## config.mk

```make
export PLATFORM = sky130hd
export DESIGN_NAME = flap_input_flat
export DESIGN_NICKNAME = d
export VERILOG_FILES = /design/src/rtl/flappy_pkg.sv /design/src/rtl/flap_input_if.sv /design/src/rtl/flap_input_debounce_ch.sv /design/src/rtl/flap_input.sv /design/src/flat_wrapper.sv
export SDC_FILE = /design/constraint.sdc
export NUM_CORES = 1
export LEC_CHECK = 0
export ABC_CLOCK_PERIOD_IN_PS = 6100
export CAP_MARGIN = 25
export CORE_MARGIN = 2
export CORE_UTILIZATION = 60
export DETAILED_ROUTE_END_ITERATION = 7
export HOLD_SLACK_MARGIN = 0.05
export PLACE_DENSITY = 0.82
export SLEW_MARGIN = 20
export SYNTH_ARGS = -nofsm -noshare
export SYNTH_HDL_FRONTEND = slang
export SYNTH_HIERARCHICAL = 1
export SYNTH_SLANG_ARGS = --single-unit
```

## constraint.sdc

```tcl
create_clock -name clk -period 6.1 [get_ports clk]
set_clock_uncertainty 0.2 [all_clocks]
set_input_delay 1.22 -clock clk [delete_from_list [all_inputs] [get_ports clk]]
set_output_delay 1.22 -clock clk [all_outputs]
set_load 0.02 [all_outputs]
```

## src/rtl/flappy_pkg.sv

```systemverilog
// Shared types and default timing constants for the flappy button conditioning path.
package flappy_pkg;

  localparam int CLK_HZ          = 25000000;
  localparam int DEBOUNCE_CYCLES = 250000;
  localparam int REPEAT_CYCLES   = 2500000;

  typedef enum logic [1:0] {
    IDLE,
    PRESS_WAIT,
    HELD,
    RELEASE_WAIT
  } db_state_e;

  function automatic int max_int(input int a, input int b);
    return (a > b) ? a : b;
  endfunction

endpackage

```

## src/rtl/flap_input_if.sv

```systemverilog
// Button-side bundle: raw buttons in, conditioned strobes and levels out.
interface flap_input_if;
  logic up;
  logic start;
  logic flap_pulse;
  logic start_pulse;
  logic up_level;
  logic start_level;

  modport master (
    output up, start,
    input  flap_pulse, start_pulse, up_level, start_level
  );

  modport slave (
    input  up, start,
    output flap_pulse, start_pulse, up_level, start_level
  );
endinterface

```

## src/rtl/flap_input_debounce_ch.sv

```systemverilog
// One button channel: 2-flop synchroniser, debounce/repeat FSM, registered pulse and level.
// Pulse and level rise DEBOUNCE_CYCLES+2 edges after the raw input is first sampled high.
module debounce_ch import flappy_pkg::*; #(
  parameter int DEBOUNCE_CYCLES = flappy_pkg::DEBOUNCE_CYCLES,
  parameter int REPEAT_CYCLES   = flappy_pkg::REPEAT_CYCLES,
  parameter bit REPEAT_EN       = 1'b1
) (
  input  logic clk,
  input  logic rst,
  input  logic raw,
  output logic pulse,
  output logic level
);

  localparam int CW = $clog2(max_int(DEBOUNCE_CYCLES, REPEAT_CYCLES) + 1);
  localparam logic [CW-1:0] DB_LAST = CW'(DEBOUNCE_CYCLES - 1);
  localparam logic [CW-1:0] RP_LAST = CW'(REPEAT_CYCLES - 1);
  localparam logic [CW-1:0] ONE     = CW'(1);
  localparam bit RP_ON  = REPEAT_EN && (REPEAT_CYCLES > 0);
  localparam bit DB_ONE = (DEBOUNCE_CYCLES == 1);

  logic [1:0]    sync_q;
  db_state_e     state_q, state_d;
  logic [CW-1:0] cnt_q, cnt_d;
  logic          evt_q, evt_d;
  logic          pulse_q, level_q;
  logic          s;

  assign s = sync_q[1];

  always_comb begin
    state_d = state_q;
    cnt_d   = cnt_q;
    evt_d   = 1'b0;
    case (state_q)
      IDLE: begin
        cnt_d = '0;
        if (s) begin
          // A single-sample debounce accepts the press without a wait state.
          if (DB_ONE) begin
            state_d = HELD;
            evt_d   = 1'b1;
          end else begin
            state_d = PRESS_WAIT;
            cnt_d   = ONE;
          end
        end
      end
      PRESS_WAIT: begin
        if (!s) begin
          state_d = IDLE;
          cnt_d   = '0;
        end else if (cnt_q == DB_LAST) begin
          state_d = HELD;
          evt_d   = 1'b1;
          cnt_d   = '0;
        end else begin
          cnt_d = cnt_q + ONE;
        end
      end
      HELD: begin
        if (!s) begin
          if (DB_ONE) begin
            state_d = IDLE;
            cnt_d   = '0;
          end else begin
            state_d = RELEASE_WAIT;
            cnt_d   = ONE;
          end
        end else if (RP_ON) begin
          if (cnt_q == RP_LAST) begin
            evt_d = 1'b1;
            cnt_d = '0;
          end else begin
            cnt_d = cnt_q + ONE;
          end
        end else begin
          cnt_d = '0;
        end
      end
      RELEASE_WAIT: begin
        if (s) begin
          state_d = HELD;
          cnt_d   = '0;
        end else if (cnt_q == DB_LAST) begin
          state_d = IDLE;
          cnt_d   = '0;
        end else begin
          cnt_d = cnt_q + ONE;
        end
      end
      default: begin
        state_d = IDLE;
        cnt_d   = '0;
      end
    endcase
  end

  // Output stage sits one edge behind the FSM so pulse and level move together.
  always_ff @(posedge clk) begin
    if (rst) begin
      sync_q  <= 2'b00;
      state_q <= IDLE;
      cnt_q   <= '0;
      evt_q   <= 1'b0;
      pulse_q <= 1'b0;
      level_q <= 1'b0;
    end else begin
      sync_q  <= {sync_q[0], raw};
      state_q <= state_d;
      cnt_q   <= cnt_d;
      evt_q   <= evt_d;
      pulse_q <= evt_q;
      level_q <= (state_q == HELD) || (state_q == RELEASE_WAIT);
    end
  end

  assign pulse = pulse_q;
  assign level = level_q;

endmodule

```

## src/rtl/flap_input.sv

```systemverilog
// Player button conditioner: debounced flap (with auto-repeat) and start strobes plus levels.
// Both channels are independent; outputs registered inside each channel.
module flap_input import flappy_pkg::*; #(
  parameter int DEBOUNCE_CYCLES = flappy_pkg::DEBOUNCE_CYCLES,
  parameter int REPEAT_CYCLES   = flappy_pkg::REPEAT_CYCLES
) (
  input logic        clk,
  input logic        rst,
  flap_input_if.slave bus
);

  debounce_ch #(
    .DEBOUNCE_CYCLES(DEBOUNCE_CYCLES),
    .REPEAT_CYCLES  (REPEAT_CYCLES),
    .REPEAT_EN      (1'b1)
  ) u_up (
    .clk  (clk),
    .rst  (rst),
    .raw  (bus.up),
    .pulse(bus.flap_pulse),
    .level(bus.up_level)
  );

  // Start must never auto-repeat, whatever the repeat period is set to.
  debounce_ch #(
    .DEBOUNCE_CYCLES(DEBOUNCE_CYCLES),
    .REPEAT_CYCLES  (REPEAT_CYCLES),
    .REPEAT_EN      (1'b0)
  ) u_start (
    .clk  (clk),
    .rst  (rst),
    .raw  (bus.start),
    .pulse(bus.start_pulse),
    .level(bus.start_level)
  );

endmodule
```

## src/flat_wrapper.sv

```systemverilog
// flat-port wrapper written by rule: the top's interface ports become plain ports
module flap_input_flat import flappy_pkg::*;
#(
  parameter int DEBOUNCE_CYCLES = flappy_pkg::DEBOUNCE_CYCLES,
  parameter int REPEAT_CYCLES   = flappy_pkg::REPEAT_CYCLES
)
  (clk, rst, bus_up, bus_start, bus_flap_pulse, bus_start_pulse, bus_up_level, bus_start_level);
  flap_input_if bus_i ();
  input logic clk;
  input logic rst;
  input wire logic [$bits(bus_i.up)-1:0] bus_up;
  input wire logic [$bits(bus_i.start)-1:0] bus_start;
  output wire logic [$bits(bus_i.flap_pulse)-1:0] bus_flap_pulse;
  output wire logic [$bits(bus_i.start_pulse)-1:0] bus_start_pulse;
  output wire logic [$bits(bus_i.up_level)-1:0] bus_up_level;
  output wire logic [$bits(bus_i.start_level)-1:0] bus_start_level;
  assign bus_i.up = bus_up;
  assign bus_i.start = bus_start;
  assign bus_flap_pulse = bus_i.flap_pulse;
  assign bus_start_pulse = bus_i.start_pulse;
  assign bus_up_level = bus_i.up_level;
  assign bus_start_level = bus_i.start_level;
  flap_input #(.DEBOUNCE_CYCLES(DEBOUNCE_CYCLES), .REPEAT_CYCLES(REPEAT_CYCLES)) u_core (.clk(clk), .rst(rst), .bus(bus_i));
endmodule
```

Word level (Yosys, flattened, before mapping):

Index checks and enable logic that the tools add are counted.
Widths: inputs -> output; s select.

* word-level logic and storage cells: 73
* input port bits: 4
* output and inout port bits: 4
* register bits: 58

* reductions and logical operators: 7
* $add $sub $neg: 2
* multiplexer cells: 33
* bitwise logic cells: 2
* equal/unequal tests: 17

Operator list (count)
* $mux 22: 8
* $pmux 22 s4: 2
* $add 22x1->22 const B: 2
* $eq 22x18->1 const B: 2
* $mux 2: 12
* $eq 22x22->1 const B: 1
* $pmux 2 s4: 2
* $ne 3x3->1 const B: 4
* $eq 2x2->1 const B: 4
* $mux 1: 8
* $ne 2x2->1 const B: 4
* $reduce_and 4->1: 2
* $eq 2x1->1 const B: 2
* $logic_not 2->1: 2
* $reduce_or 3->1: 1
* $logic_or 1x1->1: 2
* $not 1->1: 2
* $pmux 1 s2: 1

Longest topological paths before layout:

Gate-level depths: netlist of the first run.

* word-level depth: 4
* depth in mapped cells: 7
* depth with buffers taken out: 6

Hierarchy:

Netlist of the first run, hierarchy kept.

Modules (own cells, without submodules)
* debounce_ch (u_core.u_up): times used 1, cells an instance 154, area each 1463.9 µm²
* debounce_ch (u_core.u_start): times used 1, cells an instance 139, area each 1286.2 µm²

Worst setup path after synthesis of the first run:

No wires, ideal clock.

* path kind: input port to flip-flop
* from: input port rst
* to: register u_core.u_start.cnt_q[14]
* path buffers: 1
* cell stages on the path: 4
* setup slack: 3954 ps
* arrival: 1882 ps
* setup time: 64 ps
* cell sequence: nor3b_1 -> o21ai_2 -> buf_2 -> nor2_1

RTL lines
* from (decl): RTL line flat_wrapper.sv:10 `input logic rst;`
* to (signal assigned): RTL line flap_input_debounce_ch.sv:111 `cnt_q <= cnt_d;`
* to (decl): RTL line flap_input_debounce_ch.sv:24 `logic [CW-1:0] cnt_q, cnt_d;`

==> results of run 1 <==
power by group through the flow:
stage	sequential (mW)	combinational, mW	clock [mW]
global route	0.386	0.0229	0.369
CTS	0.385	0.0199	0.350
floorplan	0.393	0.0152	0
finish	0.385	0.0200	0.340
global placement	0.394	0.0192	0
detailed placement	0.394	0.0197	0
state kept, by name, summed over array words and instances (netlist names), named ones only:
signal / cells
u_core/u_up/evt_q: 1
u_core/u_start/cnt_q: 22
u_core/u_up/sync_q: 2
u_core/u_start/state_q: 1
u_core/u_start/sync_q: 2
u_core/u_up/level: 1
u_core/u_up/state_q: 1
u_core/u_start/pulse: 1
u_core/u_up/cnt_q: 22
u_core/u_start/evt_q: 1
u_core/u_up/pulse: 1
u_core/u_start/level: 1
worst max-delay path, stage by stage:
cell	delay, ns
clkdlybuf4s50_1	0.68
nor3b_1	0.39
o21ai_2	0.30
a21oi_1	0.20
worst min-delay path by stage:
stage / startpoint / to / slack [ns] / depth (start not counted)
finish: u_core/u_start/state_q[0]$_SDFFE_PP0P_ / u_core/u_start/cnt_q[0]$_SDFF_PP0_ / 0.24 / 1
global route: u_core/u_up/evt_q$_SDFF_PP0_ / u_core/u_up/pulse$_SDFF_PP0_ / 0.27 / 1
CTS: u_core/u_start/state_q[0]$_SDFFE_PP0P_ / u_core/u_start/cnt_q[0]$_SDFF_PP0_ / 0.24 / 1
detailed placement: u_core/u_up/sync_q[0]$_SDFF_PP0_ / u_core/u_up/sync_q[1]$_SDFF_PP0_ / 0.22 / 1
global placement: u_core/u_start/state_q[0]$_SDFFE_PP0P_ / u_core/u_start/cnt_q[0]$_SDFF_PP0_ / 0.21 / 1
floorplan: u_core/u_start/state_q[0]$_SDFFE_PP0P_ / u_core/u_start/cnt_q[0]$_SDFF_PP0_ / 0.20 / 1
area by class of cell:
cell class | instances | share of cell area [%]
well taps | 52 | 2.15
multi-input cells | 217 | 49.4
inverters | 11 | 1.37
clock inverters | 7 | 2.28
repair buffers | 7 | 2.32
clock buffers | 9 | 4.10
flip-flops and latches | 58 | 38.4
per-layer routing:
layer  part of all wire, %  vias up  wire [um]
met5                     0        -          0
met4                   1.1        0         53
met3                   3.9        6        196
met2                    48       35       2380
met1                    47      985       2360
li1                      -     1064          -
stage by stage:
stage          setup WS (ns)  cells
6_report                3.36    361
5_1_grt                 3.20    361
4_1_cts                 3.36    361
3_5_place_dp            3.02    345
3_3_place_gp            3.09    345
2_1_floorplan           3.95    293
cells in the mapped netlist, types with 2 or more instances:
| cell | instances | share of area [%] |
|---|---|---|
| a21oi_1 | 9 | 1.6 |
| and4_1 | 3 | 0.96 |
| buf_2 | 2 | 0.36 |
| clkbuf_1 | 2 | 0.27 |
| dfxtp_1 | 58 | 42 |
| ha_1 | 7 | 3.2 |
| inv_1 | 11 | 1.5 |
| mux2i_1 | 3 | 1.1 |
| nand2_1 | 10 | 1.4 |
| nand2b_1 | 6 | 1.4 |
| nand3_1 | 17 | 3.1 |
| nand4_1 | 12 | 2.7 |
| nor2_1 | 33 | 4.5 |
| nor2_2 | 11 | 2.5 |
| nor2b_1 | 8 | 1.8 |
| nor3_1 | 10 | 1.8 |
| nor3b_1 | 3 | 0.82 |
| nor4_1 | 10 | 2.3 |
| nor4_2 | 4 | 1.8 |
| o31ai_1 | 4 | 1.1 |
| or2_1 | 2 | 0.45 |
| or3_1 | 2 | 0.45 |
| or4_1 | 5 | 1.4 |
| or4b_1 | 2 | 0.73 |
| xnor2_1 | 17 | 5.4 |
| xor2_1 | 18 | 5.7 |
logic make-up (layout without fill, tap and decap cells):
logic type,Yosys count,count (layout),share of synthesized area (%)
AO/OA/AOI/OAI,24,24,7.05
multiplexers,4,4,1.50
XOR/XNOR,35,35,11.1
AND/OR/NAND/NOR,147,147,31.3
buffers and inverters,18,34,3.55
adder cells (fa/ha/maj),7,7,3.18
flip-flops,58,58,42.2
==> qor.csv, run 1 <==
metric,value,unit
status,"finished, final reports clean",
CP Data Arrival Time,2.80,ns
GRT overflow,0,
total CTS buffers,9,
area delta synth->final,9.87,%
slew margin rel.,48.8,%
area of the multi-input gates,0.00149,sq mm
full die area,0.00514,sq mm
Core ar.,0.00438,sq mm
die width,71.7,um
Peak Freq,364,MHz
CP Capture Point,u_core/u_start/cnt_q[17]$_SDFF_PP0_,
first-pass GRT wire length,9.07,mm
Slew @ Worst Pin,0.768,ns
PortBufs,7,
post-synthesis async set-or-reset flop share,0,%
GR Util All Layers,22.3,%
Clock Tree Buf Depth,2,
register area,0.00116,sq mm
crit share post-route,45.0,%
overall die height,71.7,um
final HPWL from detailed placement,3.31,mm
Net Sw Frac,22.3,%
Layout Utilization,68.9,%
CTS Root Cell,clkbuf_8,
global-route met2 utilization,35.2,%
Switch Pwr,0.166,mW
Required @ worst endpoint,6.15,ns
routed vias/inst,5.79,
critical path launch point,rst,
Vias,2090,
Clock power frac,45.6,%
R2R Path Start,u_core/u_up/cnt_q[0]$_SDFF_PP0_,
GRT busiest layer,met2,
H-tree depth,3,
Synth cell types,50,
post-synthesis average cell area,9.39,sq um
largest net degree at the start of global routing,22,
Post-synth EDFFs,0,
Post-CTS Setup Bufs,0,
CP Launch Type,primary input,
fraction of layout cells with a size suffix above 1,12.6,%
DRT antenna net count,0,
setup repair after global routing missed its margin,false,
post-route cell area,0.00302,sq mm
post-synthesis cell count,293,
FILL cells,334,
max_cap viols,0,
setup_tns,0,ns
crit-path max FO,18,
"flops & latches, synth",58,
synthesized area,0.00275,sq mm
R2R setup slack,3.78,ns
Seq pwr share,51.7,%
Gate power share,2.7,%
Skew-Pair Late Insertion Delay,0.33,ns
critical path type,in2reg,
"Seq/Total Area, Yosys",42.2,%
reg2reg path depth,6,
syn nets,304,
row count,24,
Reg-to-Reg End,u_core/u_up/cnt_q[20]$_SDFF_PP0_,
boundary pin count,8,
power consumption,0.745,mW
Final Slew Violations,0,
CTS Sinks,58,
hold slack,0.239,ns
HP Class,reg2reg,
initial antenna violation count,0,
met3 GRT Util,7.31,%
"commonest non-fill, non-tap cell in the layout",dfxtp_1,
Remaining DRCs,0,
routability cong.,0.833,
DP Area,0.00283,sq mm
Final nets,315,
Iteration-0 DRC Markers,142,
M1 GR Usage,27.9,%
"Clk pin slew, worst setup/hold paths",0.07,ns
internal power,0.579,mW
post-cts resize count,0,
synthesis warning total,6,
Final min period,2.74,ns
P_leak,0.915,nW
DRT Wirelength,4.99,mm
Ant. Diodes,0,
Final Hold Vio Count,0,
Starting Density,62.7,%
final setup violation count,0,
VDD IR max,0.148,mV
vias in the first global route,2053,
Cell Pwr Density,246,mW/mm^2
total iterations of the first detailed-routing run,4,
# hold bufs at CTS,0,
CTS tree,built,
Post-synth top flop,dfxtp_1,
drt wl/cell,13.8,um
most frequent cells in the layout,"dfxtp_1 (58), nor2_1 (33), xor2_1 (18)",
CP endpoint kind,register,
Power figures use the tool's default switching activity.
==> inputs of run 2 (changes only) <==
--- a/config.mk
+++ b/config.mk
@@ -5,7 +5,7 @@
 export SDC_FILE = /design/constraint.sdc
 export NUM_CORES = 1
 export LEC_CHECK = 0
-export ABC_CLOCK_PERIOD_IN_PS = 6100
+export ABC_CLOCK_PERIOD_IN_PS = 2700
 export CAP_MARGIN = 25
 export CORE_MARGIN = 2
 export CORE_UTILIZATION = 60
==> constraint.sdc (replaced) <==
create_clock -name clk -period 2.7 [get_ports clk]
set_clock_uncertainty 0.2 [all_clocks]
set_input_delay 0.54 -clock clk [delete_from_list [all_inputs] [get_ports clk]]
set_output_delay 0.54 -clock clk [all_outputs]
set_load 0.02 [all_outputs]
==> run 2 against run 1 <==
Sequential power up 130%. Via count up 1.3%. Setup slack worse by 2.9 ns. Critical path depth up 2. Power up 150%. Worst hold slack worse by 0.0048 ns. Largest cell class unchanged.
==> qor.csv, run 2 (same netlist as run 1, synthesis figures left out) <==
metric,value,unit,change
status,"finished, final reports clean",,
critical path launch point,u_core/u_up/cnt_q[0]$_SDFF_PP0_,,
Cell Pwr Density,604,mW/mm^2,+140%
top flop regs,"u_core/u_start/cnt_q (22), u_core/u_up/cnt_q (22)",,
H-tree depth,3,,unchanged
Starting Density,62.7,%,unchanged
HP Class,reg2reg,,
total iterations of the first detailed-routing run,4,,unchanged
Final nets,316,,+0.32%
fraction of layout cells with a size suffix above 1,12.9,%,+0.28 points
vias in the first global route,2001,,-2.5%
most frequent cells in the layout,"dfxtp_1 (58), nor2_1 (33), xor2_1 (18)",,
Clock Tree Buf Depth,2,,unchanged
max_cap viols,0,,unchanged
setup repair after global routing missed its margin,false,,
initial antenna violation count,0,,unchanged
internal power,1.51,mW,+160%
Ant. Diodes,0,,unchanged
Iteration-0 DRC Markers,129,,-9.2%
Slew @ Worst Pin,0.710,ns,-0.0577 ns
Final Slew Violations,0,,unchanged
CP Launch Type,register,,
Post-CTS Setup Bufs,0,,unchanged
P_leak,0.950,nW,+3.9%
boundary pin count,8,,unchanged
CP Data Arrival Time,2.30,ns,-0.50 ns
Required @ worst endpoint,2.70,ns,-3.45 ns
post-route setup slack,0.407,ns,-2.95 ns
first-pass GRT wire length,8.85,mm,-2.5%
crit-path max FO,21,,+3
Seq pwr share,46.8,%,-4.9 points
Peak Freq,436,MHz,
Remaining DRCs,0,,unchanged
DP Area,0.00284,sq mm,+0.27%
Switch Pwr,0.354,mW,+110%
Layout Utilization,70.3,%,+1.4 points
GRT overflow,0,,unchanged
PortBufs,7,,unchanged
crit share post-route,84.9,%,
largest net degree at the start of global routing,22,,unchanged
Net Sw Frac,19.0,%,-3.2 points
slew margin rel.,52.7,%,+3.8 points
final HPWL from detailed placement,3.33,mm,+0.87%
post-route cell area,0.00308,sq mm,+2.1%
Final min period,2.29,ns,
"Clk pin slew, worst setup/hold paths",0.06,ns,about the same
Vias,2118,,+1.3%
R2R setup slack,0.41,ns,-3.37 ns
FILL cells,323,,-3.3%
Setup Slack @ Placement,0.430,ns,-2.59 ns
VDD IR max,0.448,mV,+200%
# hold bufs at CTS,0,,unchanged
reg2reg path depth,6,,unchanged
R2R Path Start,u_core/u_up/cnt_q[0]$_SDFF_PP0_,,
post-cts resize count,0,,unchanged
CP Capture Point,u_core/u_up/cnt_q[17]$_SDFF_PP0_,,
final setup violation count,0,,unchanged
routed vias/inst,5.85,,+1.1%
CP endpoint kind,register,,
total CTS buffers,9,,unchanged
Skew-Pair Late Insertion Delay,0.32,ns,about the same
critical path type,reg2reg,,
DRT Wirelength,5.02,mm,+0.64%
routability cong.,0.802,,-3.7%
full die area,0.00514,sq mm,unchanged
GR Util All Layers,21.8,%,-0.45 points
drt wl/cell,13.9,um,+0.36%
"commonest non-fill, non-tap cell in the layout",dfxtp_1,,
Core ar.,0.00438,sq mm,unchanged
Reg-to-Reg End,u_core/u_up/cnt_q[17]$_SDFF_PP0_,,
register area,0.00116,sq mm,unchanged
overall die height,71.7,um,unchanged
CTS tree,built,,
row count,24,,unchanged
area of the multi-input gates,0.00149,sq mm,unchanged
die width,71.7,um,unchanged
Clock power frac,50.7,%,+5.1 points
DRT antenna net count,0,,unchanged
setup_tns,0,ns,unchanged
power consumption,1.86,mW,+150%
CTS Root Cell,clkbuf_8,,
Gate power share,2.5,%,-0.2 points
CTS Sinks,58,,unchanged
area delta synth->final,12.1,%,
Final Hold Vio Count,0,,unchanged
[run 2: final cells by class]
type	instances	share of cell area (%)
Multi-Input combinational cell	217	48.4
Clock inverter	3	2.23
Clock buffer	13	5.80
Sequential cell	58	37.6
Tap cell	52	2.11
Inverter	11	1.34
Timing Repair Buffer	8	2.52
[run 2: stage by stage]
step / instances / hold slack, ns
2_1_floorplan: 293 / 0.204
3_3_place_gp: 346 / 0.209
3_5_place_dp: 346 / 0.223
4_1_cts: 362 / 0.234
5_1_grt: 362 / 0.247
6_report: 362 / 0.234
[run 2: critical path, cell delays in order, from the launching register on]
cell and delay, ns:
dfxtp_1 0.38, ha_1 0.23, nand3_1 0.12, nand3b_2 0.31, o41ai_4 0.46, a211o_4 0.38
nor2_1 0.09
[run 2: metal layers]
metal	up-vias	track usage [%]	routed length [um]
li1	1061	-	-
met1	1008	28.5	2430
met3	4	9.28	250
met5	-	0	0
met4	0	5.87	28
met2	45	33.3	2310
[run 2: worst min path at each step]
stage / start / end / depth (start not counted)
2_1_floorplan: u_core/u_start/state_q[0]$_SDFFE_PP0P_ / u_core/u_start/cnt_q[0]$_SDFF_PP0_ / 1
3_3_place_gp: u_core/u_start/state_q[0]$_SDFFE_PP0P_ / u_core/u_start/cnt_q[0]$_SDFF_PP0_ / 1
3_5_place_dp: u_core/u_start/state_q[0]$_SDFFE_PP0P_ / u_core/u_start/cnt_q[0]$_SDFF_PP0_ / 1
4_1_cts: u_core/u_start/state_q[0]$_SDFFE_PP0P_ / u_core/u_start/cnt_q[0]$_SDFF_PP0_ / 1
5_1_grt: u_core/u_start/state_q[0]$_SDFFE_PP0P_ / u_core/u_start/cnt_q[0]$_SDFF_PP0_ / 1
6_report: u_core/u_start/state_q[0]$_SDFFE_PP0P_ / u_core/u_start/cnt_q[0]$_SDFF_PP0_ / 1
[run 2: power groups by stage]
stage / Clock (mW) / Combinational [mW] / Sequential, mW
2_1_floorplan: 0 / 0.0342 / 0.888
3_3_place_gp: 0 / 0.0452 / 0.889
3_5_place_dp: 0 / 0.0460 / 0.889
4_1_cts: 0.969 / 0.0467 / 0.870
5_1_grt: 1.02 / 0.0527 / 0.872
6_report: 0.945 / 0.0464 / 0.871
